## config.mk

```make
export PLATFORM = sky130hd
export DESIGN_NAME = wb_arbiter
export DESIGN_NICKNAME = d
export VERILOG_FILES = /design/src/rtl/pillar_wb_pkg.sv /design/src/rtl/wb_hold_entry.sv /design/src/rtl/wb_arbiter.sv
export SDC_FILE = /design/constraint.sdc
export NUM_CORES = 1
export LEC_CHECK = 0
export ABC_CLOCK_PERIOD_IN_PS = 5100
export CORE_UTILIZATION = 55
export DETAILED_ROUTE_END_ITERATION = 8
export PLACE_DENSITY_LB_ADDON = 0.2
export SETUP_SLACK_MARGIN = 0.3
export SKIP_LAST_GASP = 1
export SLEW_MARGIN = 15
export SYNTH_ARGS = -nofsm -noshare
export SYNTH_HDL_FRONTEND = slang
export SYNTH_HIERARCHICAL = 1
export SYNTH_SLANG_ARGS = --single-unit
export TNS_END_PERCENT = 10
```

## constraint.sdc

```tcl
create_clock -name clk -period 5.1 [get_ports clk]
set_input_delay 1.02 -clock clk [delete_from_list [all_inputs] [get_ports clk]]
set_output_delay 1.02 -clock clk [all_outputs]
set_load 0.03 [all_outputs]
```

## src/rtl/pillar_wb_pkg.sv

```systemverilog
// rtl/pillar_wb_pkg.sv - shared write-back widths, source and occupancy enums
package pillar_wb_pkg;

  localparam int REG_AW = 5;
  localparam int DATA_W = 32;

  typedef enum logic {
    SRC_ALU = 1'b0,
    SRC_MEM = 1'b1
  } src_e;

  typedef enum logic [1:0] {
    OCC_EMPTY = 2'd0,
    OCC_ONE   = 2'd1,
    OCC_BOTH  = 2'd2
  } occ_e;

endpackage

```

## src/rtl/wb_hold_entry.sv

```systemverilog
// rtl/wb_hold_entry.sv - one write-back holding entry (valid, rd, data, age)
module wb_hold_entry
  import pillar_wb_pkg::*;
(
  input  logic              clk,
  input  logic              reset,
  input  logic              i_load,
  input  logic              i_clear,
  input  logic              i_age_clr,
  input  logic              i_age,
  input  logic [REG_AW-1:0] i_rd,
  input  logic [DATA_W-1:0] i_data,
  output logic              o_valid,
  output logic [REG_AW-1:0] o_rd,
  output logic [DATA_W-1:0] o_data,
  output logic              o_age
);

  logic              r_valid;
  logic              r_age;
  logic [REG_AW-1:0] r_rd;
  logic [DATA_W-1:0] r_data;

  // A load in the same cycle as a clear is a refill after a grant, so load wins.
  always_ff @(posedge clk) begin
    if (reset) begin
      r_valid <= 1'b0;
      r_age   <= 1'b0;
      r_rd    <= '0;
      r_data  <= '0;
    end else if (i_load) begin
      r_valid <= 1'b1;
      r_age   <= i_age;
      r_rd    <= i_rd;
      r_data  <= i_data;
    end else if (i_clear) begin
      r_valid <= 1'b0;
      r_age   <= 1'b0;
    end else if (i_age_clr) begin
      r_age   <= 1'b0;
    end
  end

  assign o_valid = r_valid;
  assign o_rd    = r_rd;
  assign o_data  = r_data;
  assign o_age   = r_age;

endmodule

```

## src/rtl/wb_arbiter.sv

```systemverilog
// rtl/wb_arbiter.sv - ALU/memory write-back arbiter onto one register-file write port.
// Define WB_BYPASS_EN to grant an offer in its acceptance cycle when both entries are empty.
module wb_arbiter
  import pillar_wb_pkg::*;
#(
  parameter int MEM_PRIO     = 1,
  parameter int STARVE_LIMIT = 3
) (
  input  logic              clk,
  input  logic              reset,
  input  logic              alu_valid_i,
  input  logic [REG_AW-1:0] alu_rd_i,
  input  logic [DATA_W-1:0] alu_data_i,
  output logic              alu_ready_o,
  input  logic              mem_valid_i,
  input  logic [REG_AW-1:0] mem_rd_i,
  input  logic [DATA_W-1:0] mem_data_i,
  output logic              mem_ready_o,
  output logic              rf_we_o,
  output logic [REG_AW-1:0] rf_waddr_o,
  output logic [DATA_W-1:0] rf_wdata_o,
  output logic              stall_o
);

  localparam int            SW         = (STARVE_LIMIT < 3) ? 2 : $clog2(STARVE_LIMIT + 1);
  localparam logic [SW-1:0] STARVE_MAX = SW'(STARVE_LIMIT);

  logic              w_alu_v, w_mem_v;
  logic              w_alu_age, w_mem_age;
  logic [REG_AW-1:0] w_alu_rd, w_mem_rd;
  logic [DATA_W-1:0] w_alu_data, w_mem_data;
  logic [SW-1:0]     r_alu_starve, r_mem_starve;
  logic              w_grant_any, w_alu_grant, w_mem_grant;
  src_e              w_grant_src, w_pref_src;
  occ_e              w_occ;
  logic              w_byp_alu, w_byp_mem;
  logic              w_alu_load, w_mem_load;
  logic              w_wr_go;
  logic [REG_AW-1:0] w_wr_rd;
  logic [DATA_W-1:0] w_wr_data;
  logic              r_we;
  logic [REG_AW-1:0] r_waddr;
  logic [DATA_W-1:0] r_wdata;

  always_comb begin
    w_occ = OCC_ONE;
    case ({w_alu_v, w_mem_v})
      2'b00:   w_occ = OCC_EMPTY;
      2'b11:   w_occ = OCC_BOTH;
      default: w_occ = OCC_ONE;
    endcase
  end

  // Same rd keeps program order via the age bits; otherwise priority with starvation override.
  always_comb begin
    w_pref_src  = (MEM_PRIO != 0) ? SRC_MEM : SRC_ALU;
    w_grant_any = w_alu_v | w_mem_v;
    w_grant_src = w_pref_src;
    if (w_alu_v && !w_mem_v) begin
      w_grant_src = SRC_ALU;
    end else if (!w_alu_v && w_mem_v) begin
      w_grant_src = SRC_MEM;
    end else if (w_alu_v && w_mem_v) begin
      if (w_alu_rd == w_mem_rd) begin
        if (w_alu_age != w_mem_age)
          w_grant_src = w_alu_age ? SRC_MEM : SRC_ALU;
      end else if (w_pref_src == SRC_MEM) begin
        if (r_alu_starve == STARVE_MAX) w_grant_src = SRC_ALU;
      end else begin
        if (r_mem_starve == STARVE_MAX) w_grant_src = SRC_MEM;
      end
    end
  end

  assign w_alu_grant = w_grant_any && (w_grant_src == SRC_ALU);
  assign w_mem_grant = w_grant_any && (w_grant_src == SRC_MEM);

`ifdef WB_BYPASS_EN
  always_comb begin
    w_byp_alu = 1'b0;
    w_byp_mem = 1'b0;
    if (!reset && (w_occ == OCC_EMPTY)) begin
      if (alu_valid_i && mem_valid_i) begin
        w_byp_mem = (MEM_PRIO != 0);
        w_byp_alu = (MEM_PRIO == 0);
      end else begin
        w_byp_alu = alu_valid_i;
        w_byp_mem = mem_valid_i;
      end
    end
  end
`else
  assign w_byp_alu = 1'b0;
  assign w_byp_mem = 1'b0;
`endif

  assign alu_ready_o = !reset && (!w_alu_v || w_alu_grant);
  assign mem_ready_o = !reset && (!w_mem_v || w_mem_grant);
  assign w_alu_load  = alu_valid_i && alu_ready_o && !w_byp_alu;
  assign w_mem_load  = mem_valid_i && mem_ready_o && !w_byp_mem;

  wb_hold_entry u_alu_entry (
    .clk       (clk),
    .reset     (reset),
    .i_load    (w_alu_load),
    .i_clear   (w_alu_grant),
    .i_age_clr (w_mem_grant),
    .i_age     (w_mem_v && !w_mem_grant),
    .i_rd      (alu_rd_i),
    .i_data    (alu_data_i),
    .o_valid   (w_alu_v),
    .o_rd      (w_alu_rd),
    .o_data    (w_alu_data),
    .o_age     (w_alu_age)
  );

  wb_hold_entry u_mem_entry (
    .clk       (clk),
    .reset     (reset),
    .i_load    (w_mem_load),
    .i_clear   (w_mem_grant),
    .i_age_clr (w_alu_grant),
    .i_age     (w_alu_v && !w_alu_grant),
    .i_rd      (mem_rd_i),
    .i_data    (mem_data_i),
    .o_valid   (w_mem_v),
    .o_rd      (w_mem_rd),
    .o_data    (w_mem_data),
    .o_age     (w_mem_age)
  );

  always_comb begin
    w_wr_go   = 1'b0;
    w_wr_rd   = w_alu_rd;
    w_wr_data = w_alu_data;
    if (w_byp_alu) begin
      w_wr_go   = 1'b1;
      w_wr_rd   = alu_rd_i;
      w_wr_data = alu_data_i;
    end else if (w_byp_mem) begin
      w_wr_go   = 1'b1;
      w_wr_rd   = mem_rd_i;
      w_wr_data = mem_data_i;
    end else if (w_grant_any) begin
      w_wr_go = 1'b1;
      if (w_grant_src == SRC_MEM) begin
        w_wr_rd   = w_mem_rd;
        w_wr_data = w_mem_data;
      end
    end
  end

  // A grant of rd 0 still retires the entry but never reaches the register file.
  always_ff @(posedge clk) begin
    if (reset) begin
      r_we    <= 1'b0;
      r_waddr <= '0;
      r_wdata <= '0;
    end else begin
      r_we <= w_wr_go && (w_wr_rd != '0);
      if (w_wr_go && (w_wr_rd != '0)) begin
        r_waddr <= w_wr_rd;
        r_wdata <= w_wr_data;
      end
    end
  end

  always_ff @(posedge clk) begin
    if (reset) begin
      r_alu_starve <= '0;
      r_mem_starve <= '0;
    end else begin
      if (!w_alu_v || w_alu_grant)
        r_alu_starve <= '0;
      else if (w_mem_grant && (r_alu_starve != '1))
        r_alu_starve <= r_alu_starve + 1'b1;
      if (!w_mem_v || w_mem_grant)
        r_mem_starve <= '0;
      else if (w_alu_grant && (r_mem_starve != '1))
        r_mem_starve <= r_mem_starve + 1'b1;
    end
  end

  assign rf_we_o    = r_we;
  assign rf_waddr_o = r_waddr;
  assign rf_wdata_o = r_wdata;
  assign stall_o    = (w_occ == OCC_BOTH);

endmodule

```

==> results.toml, run 1 <==
[grt]
grt_pass1_wl_um = 19700
grt_max_degree = 82
overflow = 0
antenna_found_initial = 0
grt_pass1_vias = 4083
grt_usage = 0.250

[route]
vias = 4009
drtIter0Drc = 160
wirelength_um = 12200
via_per_inst = 5.34
drcViolationCount = 0
ant_nets = 0
dr.pass1.iters = 4
avgRoutedWirePerCell_um = 16.3

[logic_synthesis]
postSynthCellCount = 509
synth_cell_types = 38
synth_top_area_share = 0.435
synth-warning-count = 6
netlist_top_cells_count = "dfxtp_1 (118), mux2i_1 (78), nor2_1 (78), a211oi_2 (57), inv_1 (37)"
synth_area_leaders = "dfxtp_1 (44%), mux2i_1 (14%), a211oi_2 (13%)"
netlist_area_um2 = 5430
synthFlopType = "dfxtp_1"
synth.avg_cell_area_um2 = 10.7
synth_edf_count = 0
ys_ff_latch = 118
seq_area_frac_synth = 0.435
post-synth-top-count-cell = "dfxtp_1"
synthArstFlopShare = 0
synth_top_area_cell = "dfxtp_1"
syn-num-nets = 588

[sta]
finalCriticalPeriod_ns = 3.93
finalClockSkew_ns = 0.0148
hold_viol_final = 0
fin_tns_setup_ns = 0
rsz0062_at_grt = "false"
fin_ws_ns = 1.17
finalMaxSlewViolations = 0
setup_viol = 0
worst_slew_pin_slew_ns = 1.00
clock.fmax_mhz = 254
fin_crit_sh = 0.771
relSlewSlack = 0.331

[die]
boundaryPins = 119
start_util = 0.576
fp.dieArea_um2 = 10300
row_count = 35
coreArea_um2 = 9420
die_x_um = 101
chipHeight_um = 101

[flow_run]
max_cap_violations = 0

[power_and_ir_drop]
p_comb_frac = 0.183
switchingPower_mw = 0.722
power_density_nw_per_um2 = 368
ir_drop_uv = 227
p_leak_nw = 2.67
p_total_mw = 2.62
netSwitchingFraction = 0.275
internal_power_mw = 1.90
seq_power_share = 0.391
clkPwrFrac = 0.426

[place]
dpl_worst_slack_ns = 1.27
gp_congestion = 0.808
hpwl_um = 7780
port_buffers = 118

[clocking]
cts_tree = "done"
ctsRootBufferMaster = "clkbuf_8"
cts-resized-gates = 0
clk_latency_ns = 0.51
cts_buffers = 17
clk_path_buf_depth = 2
cts_hold_buf = 0
path_clk_slew_ns = 0.06
cts.sink_count = 118
cts_setup_buffers = 0
htree_levels = 4

[layout]
diodes = 0
fin_nets = 689
drive_gt1_frac = 0.225
area_delta_synth_final_pct = 31.2

[status]
status = "complete, no violations"

[worst_setup_path]
crit_type = "reg2out"
path_max_fanout = 3
cp-end-kind = "primary output"
cp.arrival_ns = 2.91
cp.required_ns = 4.08
critPathLaunchType = "flip-flop"

[worst_hold_path]
min_path_type = "reg2reg"
## worst paths after layout
path                            start        endpoint  slack (ns)  depth (start not counted)
setup / recovery  u_mem_entry/o_rd[4]     mem_ready_o        1.17                          7
hold / removal         rf_wdata_o[26]  rf_wdata_o[26]        0.46                          2
setup reg to reg      r_alu_starve[0]  rf_wdata_o[25]        1.30                          7
hold reg to reg        rf_wdata_o[26]  rf_wdata_o[26]        0.46                          2
## power by group through the flow
stage | clock, mW | combinational (mW) | sequential [mW]
2_1_floorplan | 0 | 0.271 | 1.09
3_3_place_gp | 0 | 0.472 | 1.04
3_5_place_dp | 0 | 0.481 | 1.04
4_1_cts | 1.13 | 0.485 | 1.02
5_1_grt | 1.18 | 0.514 | 1.03
6_report | 1.12 | 0.481 | 1.02
## final cells by class
class / count / area (um2)
clock buffer: 19 / 422
clock inverter: 12 / 131
fill: 689 / 2290
inverter: 39 / 146
multi-input combinational: 309 / 2670
sequential: 118 / 2360
tap: 129 / 161
timing repair buffer: 125 / 1230
## worst max-delay path, stage by stage (launching register included)
cell and delay [ns]:
dfxtp_1 0.35, xor2_1 0.20, or3_4 0.42, nor3_1 0.23, mux2i_1 0.27, nor2b_1 0.12, nor2_1 0.12, clkdlybuf4s50_1 0.68
## routing by layer
layer,vias to the layer above,track usage,wire length [um],part of all wire
met4,0,0.0959,136,0.011
met1,1917,0.285,5260,0.43
met3,12,0.0676,556,0.045
met5,-,0,0,0
li1,1983,-,-,-
met2,97,0.444,6280,0.51
## state kept, by name (all words and copies together), names as in the netlist
signal / flops
rf_wdata_o: 32
u_alu_entry/o_data: 32
u_mem_entry/o_data: 32
rf_waddr_o: 5
u_alu_entry/o_rd: 5
u_mem_entry/o_rd: 5
r_alu_starve: 2
rf_we_o: 1
u_alu_entry/o_age: 1
u_alu_entry/o_valid: 1
u_mem_entry/o_age: 1
u_mem_entry/o_valid: 1
## layout by cell type, fill, tap and decap left out, types with 3 or more instances in the layout
cell	count
xor2_1	6
nor3_1	3
clkinv_2	4
mux2_1	3
or4b_1	3
a211oi_2	57
clkinv_4	4
inv_1	37
nand2_1	3
a211oi_1	13
o21ai_0	3
clkdlybuf4s50_1	117
nor2b_1	3
nor2_1	77
a21oi_1	6
buf_4	8
clkbuf_16	16
dfxtp_1	118
mux2_2	33
mux2i_1	77
## logic make-up (layout without fill, tap and decap cells)
group,count (synthesis),in the layout,synth area share
DFF,118,118,0.435
xor gates and xnor gates,6,6,0.00968
muxes,115,115,0.221
adders and majority gates,1,1,0.00230
AOI/OAI and AO/OA,84,84,0.167
and+or+nand+nor,103,103,0.0855
buffers and inverters,82,195,0.0791
## stage by stage
stage	hold WS, ns	area [um2]	utilization	cells
global placement	0.450	6570	0.698	720
global route	0.489	7120	0.756	751
finish	0.457	7120	0.756	751
detailed placement	0.449	6570	0.698	720
floorplan	0.454	5430	-	509
CTS	0.457	7120	0.756	751
No activity file was read; power rests on OpenSTA's default activity.
==> inputs of run 2 (changes only) <==
- ABC_CLOCK_PERIOD_IN_PS: 5100 -> 3200
- CORE_UTILIZATION: 55 -> 46
- clock period: 5.1 -> 3.2 ns (I/O delays scaled with it)
==> results.toml, run 2 (synthesized netlist as in run 1, its figures left out) <==
[power_and_ir_drop]
netSwitchingFraction = 0.263
p_leak_nw = 2.72
internal_power_mw = 3.06
p_comb_frac = 0.190
switchingPower_mw = 1.10
p_total_mw = 4.16
power_density_nw_per_um2 = 575
seq_power_share = 0.393
ir_drop_uv = 630
clkPwrFrac = 0.417

[worst_setup_path]
cp.arrival_ns = 2.19
r2r_end = "rf_wdata_o[12]"
timing.rr.start = "u_mem_entry/o_rd[1]"
crit_type = "reg2out"
path_max_fanout = 3
cp-end-kind = "primary output"
critPathLaunchType = "flip-flop"
r2r_slack_ns = 0.41
cp.required_ns = 2.56
reg2regPathDepth = 7

[worst_hold_path]
min_path_cells = 2
min_path_type = "in2reg"
hp-start = "reset"
holdPathEnd = "rf_wdata_o[22]"

[clocking]
htree_levels = 4
ctsRootBufferMaster = "clkbuf_16"
cts_buffers = 17
clk_path_buf_depth = 2
clk_latency_ns = 0.41
cts_tree = "done"
path_clk_slew_ns = 0.05
cts.sink_count = 118
cts_hold_buf = 0

[sta]
fin_crit_sh = 0.886
worst_slew_pin_slew_ns = 1.04
relSlewSlack = 0.303
clock.fmax_mhz = 353
fin_ws_ns = 0.366
finalMaxSlewViolations = 0
hold_viol_final = 0
finalClockSkew_ns = 0.0103
rsz0062_at_grt = "true"
fin_tns_setup_ns = 0
setup_viol = 0
finalCriticalPeriod_ns = 2.83

[grt]
overflow = 0
grt_usage = 0.217
grt_pass1_vias = 4296
antenna_found_initial = 0
grt_max_degree = 90
grt_pass1_wl_um = 21000

[die]
boundaryPins = 119
chipHeight_um = 111
die_x_um = 111
start_util = 0.473
fp.dieArea_um2 = 12200
row_count = 39
coreArea_um2 = 11500

[flow_run]
max_cap_violations = 0

[route]
drtIter0Drc = 179
dr.pass1.iters = 7
wirelength_um = 12600
ant_nets = 0
via_per_inst = 5.25
avgRoutedWirePerCell_um = 16.3
vias = 4057
drcViolationCount = 0

[place]
gp_congestion = 0.716
hpwl_um = 8380
dpl_worst_slack_ns = 0.220
port_buffers = 118
dpl_cell_area_um2 = 6660

[layout]
layout.cells.most_common = "dfxtp_1"
regArea_um2 = 2360
drive_gt1_frac = 0.244
fillers = 935
utilization = 0.630
area_delta_synth_final_pct = 33.2
diodes = 0
layout_common_cells = "dfxtp_1 (117), clkdlybuf4s50_1 (115), nor2_1 (77)"
fin_nets = 698
design_area_um2 = 7230
multi_input_area_um2 = 2690

[status]
status = "complete, no violations"
-- run 2: cell count changes in the layout (fill, tap and decap cells not counted), moves of 2 or more --
cell,delta
buf_4,+8
bufinv_16,-2
clkbuf_8,+6
clkdlybuf4s50_1,-2
clkinv_4,-4
-- run 2: power by group through the flow --
stage / Combinational [mW] / Clock (mW) / Sequential [mW]
4_1_cts: 0.794 / 1.76 / 1.63
5_1_grt: 0.849 / 1.84 / 1.64
6_report: 0.791 / 1.73 / 1.63
3_3_place_gp: 0.774 / 0 / 1.66
2_1_floorplan: 0.432 / 0 / 1.74
3_5_place_dp: 0.789 / 0 / 1.66
-- run 2: stage by stage --
step | hold slack, ns | cells
2_1_floorplan | 0.454 | 509
3_3_place_gp | 0.448 | 742
3_5_place_dp | 0.448 | 742
4_1_cts | 0.435 | 772
5_1_grt | 0.434 | 773
6_report | 0.448 | 773
-- run 2: layer usage --
layer | vias to the layer above | global-route usage | part of all wire
li1 | 1988 | - | -
met1 | 1968 | 0.250 | 0.44
met2 | 86 | 0.363 | 0.49
met3 | 15 | 0.0763 | 0.049
met4 | 0 | 0.0933 | 0.013
met5 | - | 0 | 0
-- run 2: final cells by class --
cell class | instances | share of cell area
multi-input cells | 309 | 0.371
flip-flops and latches | 118 | 0.327
repair buffers | 134 | 0.181
clock buffers | 27 | 0.0737
well taps | 143 | 0.0247
inverters | 39 | 0.0202
clock inverters | 3 | 0.00208
-- run 2: worst max path at each step --
stage	start	end	cells past startpoint
after floorplan	u_mem_entry/o_rd[4]	mem_ready_o	6
after global placement	u_mem_entry/o_rd[4]	mem_ready_o	7
after detailed placement	u_mem_entry/o_rd[4]	mem_ready_o	7
after CTS	u_mem_entry/o_rd[4]	mem_ready_o	7
after global routing	u_mem_entry/o_rd[4]	alu_ready_o	8
final	u_mem_entry/o_rd[4]	alu_ready_o	8
-- run 2: worst max-delay path, cell delays in order, from the launching register on --
cell and delay (ns):
dfxtp_1 0.34, xor2_1 0.20, or3_4 0.43, nor3_4 0.14, mux2i_2 0.26, nand2_1 0.11, inv_2 0.09, nor2_1 0.04
buf_2 0.17
-- run 2: what timing repair did --
action | 4_1_cts | 5_1_grt
buffers inserted | 0 | 1
gates resized for setup | 10 | 9
setup endpoints to repair | 2 | 2
pin swaps | 0 | 1
==> inputs of run 3 (changes only) <==
- CORE_UTILIZATION: 46 -> 45
- CTS_BUF_LIST: unset -> sky130_fd_sc_hd__clkbuf_16
- SYNTH_HIERARCHICAL: 1 -> unset
==> results.toml, run 3 <==
[logic_synthesis]
synth_top_family_by_area = "multiplexers"
syn-num-nets = 547
post-synth-top-count-cell = "dfxtp_1"
netlist_top_cells_count = "dfxtp_1 (118), nor2b_1 (75), mux2_2 (70), nor2_1 (40), mux2i_1 (39)"
synth_adder_area_share = 0.00247
synth_top_area_cell = "dfxtp_1"
synth.avg_cell_area_um2 = 10.8
synthArstFlopShare = 0
netlist_area_um2 = 5070
synth_compound_area_frac = 0.0910
synth_area_leaders = "dfxtp_1 (47%), mux2_2 (16%), nor2b_1 (9.2%)"
synthFlopType = "dfxtp_1"
seq_area_frac_synth = 0.465
synth_top_area_share = 0.465
synth_cell_types = 40
synth-warning-count = 0
synth_mux_area_frac = 0.246
synthXorXnorAreaFrac = 0.0104
synth_edf_count = 0
postSynthCellCount = 468
ys_ff_latch = 118
synthSimpleGateAreaFrac = 0.149

[route]
drcViolationCount = 0
ant_nets = 0
via_per_inst = 5.26
vias = 3873
drtIter0Drc = 152
dr.pass1.iters = 4
avgRoutedWirePerCell_um = 16.7
wirelength_um = 12300

[worst_hold_path]
hp-start = "reset"
min_path_type = "in2reg"

[sta]
fin_tns_setup_ns = 0
fin_ws_ns = 0.307
fin_crit_sh = 0.904
finalMaxSlewViolations = 0
hold_viol_final = 0
worst_slew_pin_slew_ns = 1.03
finalClockSkew_ns = 0.00959
finalCriticalPeriod_ns = 2.89
whs_ns = 0.501
relSlewSlack = 0.309
rsz0062_at_grt = "true"
setup_viol = 0
clock.fmax_mhz = 346

[die]
row_count = 38
coreArea_um2 = 10900
chipHeight_um = 108
fp.dieArea_um2 = 11700
boundaryPins = 119
die_x_um = 108
start_util = 0.464

[layout]
diodes = 0
design_area_um2 = 6960
layout.cells.most_common = "dfxtp_1"
utilization = 0.637
layout_common_cells = "dfxtp_1 (118), clkdlybuf4s50_1 (115), nor2b_1 (75)"
fin_nets = 662
fin_cells = 736
area_delta_synth_final_pct = 37.2
drive_gt1_frac = 0.203

[clocking]
htree_levels = 4
ctsRootBufferMaster = "clkbuf_16"
cts_tree = "done"
cts.sink_count = 118
cts_hold_buf = 0
path_clk_slew_ns = 0.05
cts_buffers = 17
clk_path_buf_depth = 2
clk_latency_ns = 0.41

[place]
gp_congestion = 0.790
dp.cells = 703
port_buffers = 118
hpwl_um = 7760
dpl_worst_slack_ns = 0.260
dpl_cell_area_um2 = 6390

[worst_setup_path]
critPathLaunchType = "flip-flop"
r2r_slack_ns = 0.50
cp.arrival_ns = 2.25
startpoint = "u_mem_entry.o_rd[3]"
slowest_delay_ns = 0.45
path_max_fanout = 5
timing.rr.start = "u_mem_entry.o_rd[3]"
path_buf_inv = 1
crit_type = "reg2out"
critPathSlowestCell = "or3_4"
cp-end-kind = "primary output"
crit_chain = "xor2_1, or3_4, nor2_4, mux2i_4, a21oi_1, clkdlybuf4s15_2"
cpLargestDelayFamily = "simple AND/OR/NAND/NOR gates"
cp.required_ns = 2.56

[grt]
grt_pass1_wl_um = 19500
antenna_found_initial = 0
busiest_layer = "met2"
grt_pass1_vias = 4053
overflow = 0
grt_util_met2 = 0.368
grt_usage = 0.218
grt_max_degree = 62
grtUsageMet1 = 0.258
met3_usage = 0.0633

[status]
status = "complete, no violations"

[power_and_ir_drop]
p_leak_nw = 2.82
power_density_nw_per_um2 = 600
p_total_mw = 4.18
ir_drop_uv = 440

[flow_run]
max_cap_violations = 0
run 3: changes by cell type after synthesis, sizes merged, moves of 3 or more:
cell	previous run	this run
nor2	78	41
buf	31	18
a221oi	0	36
a211oi	70	1
nor4b	0	3
mux2	37	76
nor2b	3	75
mux2i	78	39
xnor2	0	3
inv	39	3
or4b	3	0
xor2	6	3
clkbuf	12	17
run 3: area by class of cell:
cell class	instances	area, um2
fill	889	3970
multi-input combinational	312	2590
sequential	118	2360
timing repair buffer	131	1270
clock buffer	17	425
tap	140	175
clock inverter	15	123
inverter	3	11.3
run 3: cell families after synthesis:
group,count (synthesis)
AND/OR/NAND/NOR,135
multiplexers,115
adder cells (fa/ha/maj),1
XOR/XNOR,6
buffers and inverters,38
flip-flops,118
AO/OA/AOI/OAI,55
run 3: worst register-to-register path, cell delays in order, from the launching register on:
cell and delay, ns:
dfxtp_1 0.33, xor2_1 0.18, or3_4 0.45, nor2_4 0.18
buf_4 0.15, mux2i_1 0.16, o21ai_4 0.84, a221oi_1 0.25
run 3: final timing paths:
check                        end  cells past startpoint
max                  alu_ready_o                      6
min reg2reg        rf_waddr_o[4]                      2
min          u_mem_entry.o_valid                      2
max reg2reg        rf_wdata_o[8]                      7
run 3: repair_timing:
action	in CTS	in global routing
setup endpoints to repair	2	38
resized for setup	12	1
pin swaps	1	1
buffers inserted	1	0
run 3: metal layers:
metal,part of all wire,vias to the layer above
met5,0,-
met2,0.48,105
met4,0.017,0
met1,0.43,1858
met3,0.065,17
li1,-,1893
run 3: power breakdown:
| part | internal (mW) | switching, mW |
|---|---|---|
| sequential | 1.60 | 0.0743 |
| combinational | 0.374 | 0.366 |
| clock | 1.12 | 0.643 |
==> RTL edit 1, RTL diff (config.mk and constraints of run 2) <==
`DATA_W`: 32 -> 24.
--- a/src/rtl/pillar_wb_pkg.sv
+++ b/src/rtl/pillar_wb_pkg.sv
@@ -2,7 +2,7 @@
 package pillar_wb_pkg;
 
   localparam int REG_AW = 5;
-  localparam int DATA_W = 32;
+  localparam int DATA_W = 24;
 
   typedef enum logic {
     SRC_ALU = 1'b0,
Interface: changed (resized alu_data_i, mem_data_i and rf_wdata_o); port bits go from 119 to 95. No check against the original RTL was run, so the function may have changed too.
==> RTL edit 1 against run 2 <==
Sequential cell count is 24 lower. Routed wire length decreased by 24%. Die area fell by 23%. Largest power group is now sequential cells. Global-route usage is 0.83 points lower. Setup slack lost 28 ps. Total power down 36%. Synthesized area is 23% lower. Hold slack gained 18 ps. Critical path depth fell by 1. Sequential share of layout area increased by 2.3 points. Final area shrank 26%.
==> RTL edit 1: results (changes against run 2) <==
| Metric | Value |
|---|---|
| Status | `completed (unchanged)` |
| Commonest cells in the netlist | `94 x dfxtp_1, 62 x mux2i_1, 62 x nor2_1, 37 x a211oi_1, 31 x inv_1 (was 118 x dfxtp_1, 78 x mux2i_1, 78 x nor2_1, 57 x a211oi_2, 37 x inv_1)` |
| Net Sw Power | `0.7615 mW (was 1.095 mW)` |
| Worst clock skew | `7.639 ps (was 10.25 ps)` |
| Least-Margin Pin Slew | `964.4 ps (was 1045 ps)` |
| FF+latch count, synth | `94 (was 118)` |
| Synth Instances | `411 (was 509)` |
| Crit path from | `u_alu_entry/o_rd[2]$_SDFFE_PP0P_ (was u_mem_entry/o_rd[4]$_SDFFE_PP0P_)` |
| Non-Clock Inverter Count | `31 (was 39)` |
| First-pass GRT wire length | `15,860 microns (was 21,050 microns)` |
| Crit-path max cell delay | `540 ps (was 430 ps)` |
| Worst hold-check path type | `flop to flop (was input pin to flop)` |
| Post-synthesis mux area share | `22.88% (was 22.13%)` |
| Area contributors post-synth | `dfxtp_1 45%, mux2i_1 15%, a211oi_1 6.7% (was dfxtp_1 44%, mux2i_1 14%, a211oi_2 13%)` |
| CTS Buf Count | `9 (was 17)` |
| Delay-heaviest family, CP | `compound AO/OA/AOI/OAI gates (was simple AND/OR/NAND/NOR gates)` |
| Worst skew pair latency | `350 ps (was 410 ps)` |
| CLK BUF | `10 (was 27)` |
| 1st-pass router iterations | `4 (was 7)` |
| Sequential portion of the cell area | `35.02% (was 32.69%)` |
| Multi-input logic area | `2031 sq um (was 2685 sq um)` |
| H-tree depth | `3 (was 4)` |
| Total routed wirelength | `9543 microns (was 12,580 microns)` |
| Routed wl met2 | `4552 microns (was 6222 microns)` |
| Share of cells above drive strength 1 | `15.23% (was 24.44%)` |
| Metal-1 WL | `4526 microns (was 5574 microns)` |
| DP Worst Slack | `267.6 ps (was 220.4 ps)` |
| Final std cells w/o fill | `607 (was 773)` |
| HPWL after detailed placement | `6323 microns (was 8378 microns)` |
## RTL edit 1: cell types whose count changed in the layout (fill, tap and decap cells not counted), moves of 16 or more
cell	before	now
a211oi_1	13	37
a211oi_2	57	17
clkbuf_16	17	0
clkdlybuf4s50_1	115	91
dfxtp_1	117	92
nor2_1	77	61
## RTL edit 1: worst paths after layout
kind                                 end  slack [ps]  cells after the start
max reg2reg   rf_wdata_o[9]$_SDFFE_PP0P_         340                      7
max           rf_wdata_o[9]$_SDFFE_PP0P_         340                      7
min reg2reg  rf_wdata_o[15]$_SDFFE_PP0P_         470                      2
min          rf_wdata_o[15]$_SDFFE_PP0P_         470                      2
## RTL edit 1: power by group through the flow
stage / registers, mW / clock network (mW) / logic [mW]
4_1_cts: 1.30 / 0.809 / 0.586
5_1_grt: 1.31 / 0.863 / 0.623
3_5_place_dp: 1.32 / 0 / 0.582
3_3_place_gp: 1.32 / 0 / 0.575
2_1_floorplan: 1.39 / 0 / 0.291
6_report: 1.30 / 0.785 / 0.581
==> RTL edit 2, RTL diff (config.mk and constraints of run 2) <==
Without the edit above. Make the reset (`reset`) asynchronous in 3 clocked blocks.
--- a/src/rtl/wb_hold_entry.sv
+++ b/src/rtl/wb_hold_entry.sv
@@ -22,7 +22,7 @@
   logic [DATA_W-1:0] r_data;
 
   // A load in the same cycle as a clear is a refill after a grant, so load wins.
-  always_ff @(posedge clk) begin
+  always_ff @(posedge clk or posedge reset) begin
     if (reset) begin
       r_valid <= 1'b0;
       r_age   <= 1'b0;
--- a/src/rtl/wb_arbiter.sv
+++ b/src/rtl/wb_arbiter.sv
@@ -151,7 +151,7 @@
   end
 
   // A grant of rd 0 still retires the entry but never reaches the register file.
-  always_ff @(posedge clk) begin
+  always_ff @(posedge clk or posedge reset) begin
     if (reset) begin
       r_we    <= 1'b0;
       r_waddr <= '0;
@@ -165,7 +165,7 @@
     end
   end
 
-  always_ff @(posedge clk) begin
+  always_ff @(posedge clk or posedge reset) begin
     if (reset) begin
       r_alu_starve <= '0;
       r_mem_starve <= '0;
Formal check against the unedited RTL: differs if reset is asserted again (counterexample within 4 cycles, from zero or initial values and one cycle with reset high); with reset held inactive, the same outputs for 10 cycles.
==> RTL edit 2 against run 2 <==
Global-route usage rose by 0.37 points. Clock skew rose by 1.2 ps. Critical path depth fell by 2. Final area fell by 0.35%. Utilization rose by 2.8 points. Synthesized area fell by 4.4%. Setup slack got worse by 61 ps. Routed wire length fell by 4.8%. Sequential cell count did not move. Critical endpoint is now mem_ready_o. Largest cell class is now registers.
Power is not compared: it rests on default switching activity, and its combinational part moved more than twofold at a synthesized area within 25%.
==> RTL edit 2: results (changes against run 2) <==
| Metric | Value |
|---|---|
| Reg2Reg Launch Point | `u_alu_entry/o_rd[4]$_DFFE_PP0P_ (was u_mem_entry/o_rd[1]$_SDFFE_PP0P_)` |
| Sequential area share after synthesis | `56.92% (was 43.52%)` |
| Vias in the first global route | `3,680 (was 4,296)` |
| Worst clock skew | `11.41 ps (was 10.25 ps)` |
| Routability cong. | `0.8000 (was 0.7164)` |
| Least-Margin Pin Slew | `665.9 ps (was 1045 ps)` |
| DR vias/cell | `5.206 (was 5.248)` |
| Via count | `3,306 (was 4,057)` |
| Post-Synthesis Net Count | `422 (was 588)` |
| Final hold slack | `500.8 ps (was 448.5 ps)` |
| Share of cells above drive strength 1 | `41.41% (was 24.44%)` |
| Avg WL per Cell | `18.85 microns (was 16.27 microns)` |
| Nets@finish | `565 (was 698)` |
| Setup crit end | `mem_ready_o (was alu_ready_o)` |
| Hold EP | `u_mem_entry/o_data[18]$_DFFE_PP0P_ (was rf_wdata_o[22]$_SDFFE_PP0P_)` |
| DP Worst Slack | `100.9 ps (was 220.4 ps)` |
| Fill cells | `828 (was 935)` |
| 1st-pass router iterations | `4 (was 7)` |
| Top FF cell, synth | `dfrtp_1 (was dfxtp_1)` |
| Area contributors post-synth | `dfrtp_1 57%, mux2_2 27%, mux2_4 4.1% (was dfxtp_1 44%, mux2i_1 14%, a211oi_2 13%)` |
| Diode count | `0 (unchanged)` |
| Hold path depth | `1 (was 2)` |
| Status | `completed (unchanged)` |
| R2r endpoint | `u_alu_entry/o_data[30]$_DFFE_PP0P_ (was rf_wdata_o[12]$_SDFFE_PP0P_)` |
| Max Fclk | `345.4 MHz (was 352.9 MHz)` |
| Worst hold-check path type | `flop to flop (was input pin to flop)` |
| Critical Path AT | `2250 ps (was 2190 ps)` |
| Distinct cells, synth | `33 (was 38)` |
| Slowest-stage cell, CP | `or3b_4 (was or3_4)` |
| HPWL after detailed placement | `7941 microns (was 8378 microns)` |
| Cell Count Post-Placement | `598 (was 742)` |
| Initial DRC Count | `86 (was 179)` |
| Number of setup buffers added after CTS | `5 (was 0)` |
| CP max FO | `4 (was 3)` |
| Commonest cells in the netlist | `124 x mux2_2, 118 x dfrtp_1, 14 x inv_1, 14 x mux2_4, 7 x nor2_1 (was 118 x dfxtp_1, 78 x mux2i_1, 78 x nor2_1, 57 x a211oi_2, 37 x inv_1)` |
| Largest net degree at the start of global routing | `41 (was 90)` |
| All-Layer GR Usage | `22.07% (was 21.70%)` |
| CTS resizes | `11 (was 10)` |
| Syn Area/Cell | `15.12 sq um (was 10.66 sq um)` |
| HP Start | `u_mem_entry/o_data[18]$_DFFE_PP0P_ (was reset)` |
| Async set-reset flop share out of synthesis | `100.0% (was 0%)` |
## RTL edit 2: changes by cell type after synthesis, sizes merged, moves of 5 or more
cell	run 2	this run
nor2	78	7
inv	39	14
a211oi	70	0
o22ai	0	5
dfxtp	118	0
dfrtp	0	118
mux2	37	138
a21oi	6	0
mux2i	78	6
clkbuf	12	0
buf	31	16
## RTL edit 2: logic make-up after synthesis
family | after synthesis | synth area share, %
simple gates | 24 | 2.653
buf+inv | 30 | 3.449
xor+xnor | 8 | 1.351
compound gates | 18 | 3.256
fa+ha+maj | 1 | 0.2412
flops | 118 | 56.92
mux | 144 | 32.13
## RTL edit 2: metal layers
metal	share of wire (%)	track usage, %	wire length [microns]	up-vias
li1	-	-	-	1514
met1	44	27.23	5320	1678
met2	48	35.71	5767	103
met3	6.5	8.499	782	11
met4	0.84	6.849	100	0
met5	0	0	0	-
## RTL edit 2: cell type report
type / count / area [sq um] / area share, %
flip-flops and latches: 118 / 2953 / 40.99
multi-input cells: 195 / 2105 / 29.21
repair buffers: 140 / 1395 / 19.36
clock buffers: 24 / 501.7 / 6.964
well taps: 140 / 175.2 / 2.431
inverters: 14 / 52.55 / 0.7294
clock inverters: 4 / 22.52 / 0.3126
## RTL edit 2: per-stage QoR
stage | cell area (sq um) | util [%]
2_1_floorplan | 5187 | -
3_3_place_gp | 6583 | 60.19
3_5_place_dp | 6583 | 60.19
4_1_cts | 7157 | 65.45
5_1_grt | 7204 | 65.88
6_report | 7204 | 65.88
## RTL edit 2: worst reg2reg max path, stage by stage (launching register included)
cell	delay, ps
dfrtp_1	430
xor2_2	170
or3_4	390
or3b_4	440
nand3_4	100
buf_4	110
and3_2	420
buf_12	230
mux2_2	360
## RTL edit 2: where the power goes
group          switching [mW]  internal, mW
clock                   0.622          1.07
sequential              0.300          2.00
combinational            1.21          1.36
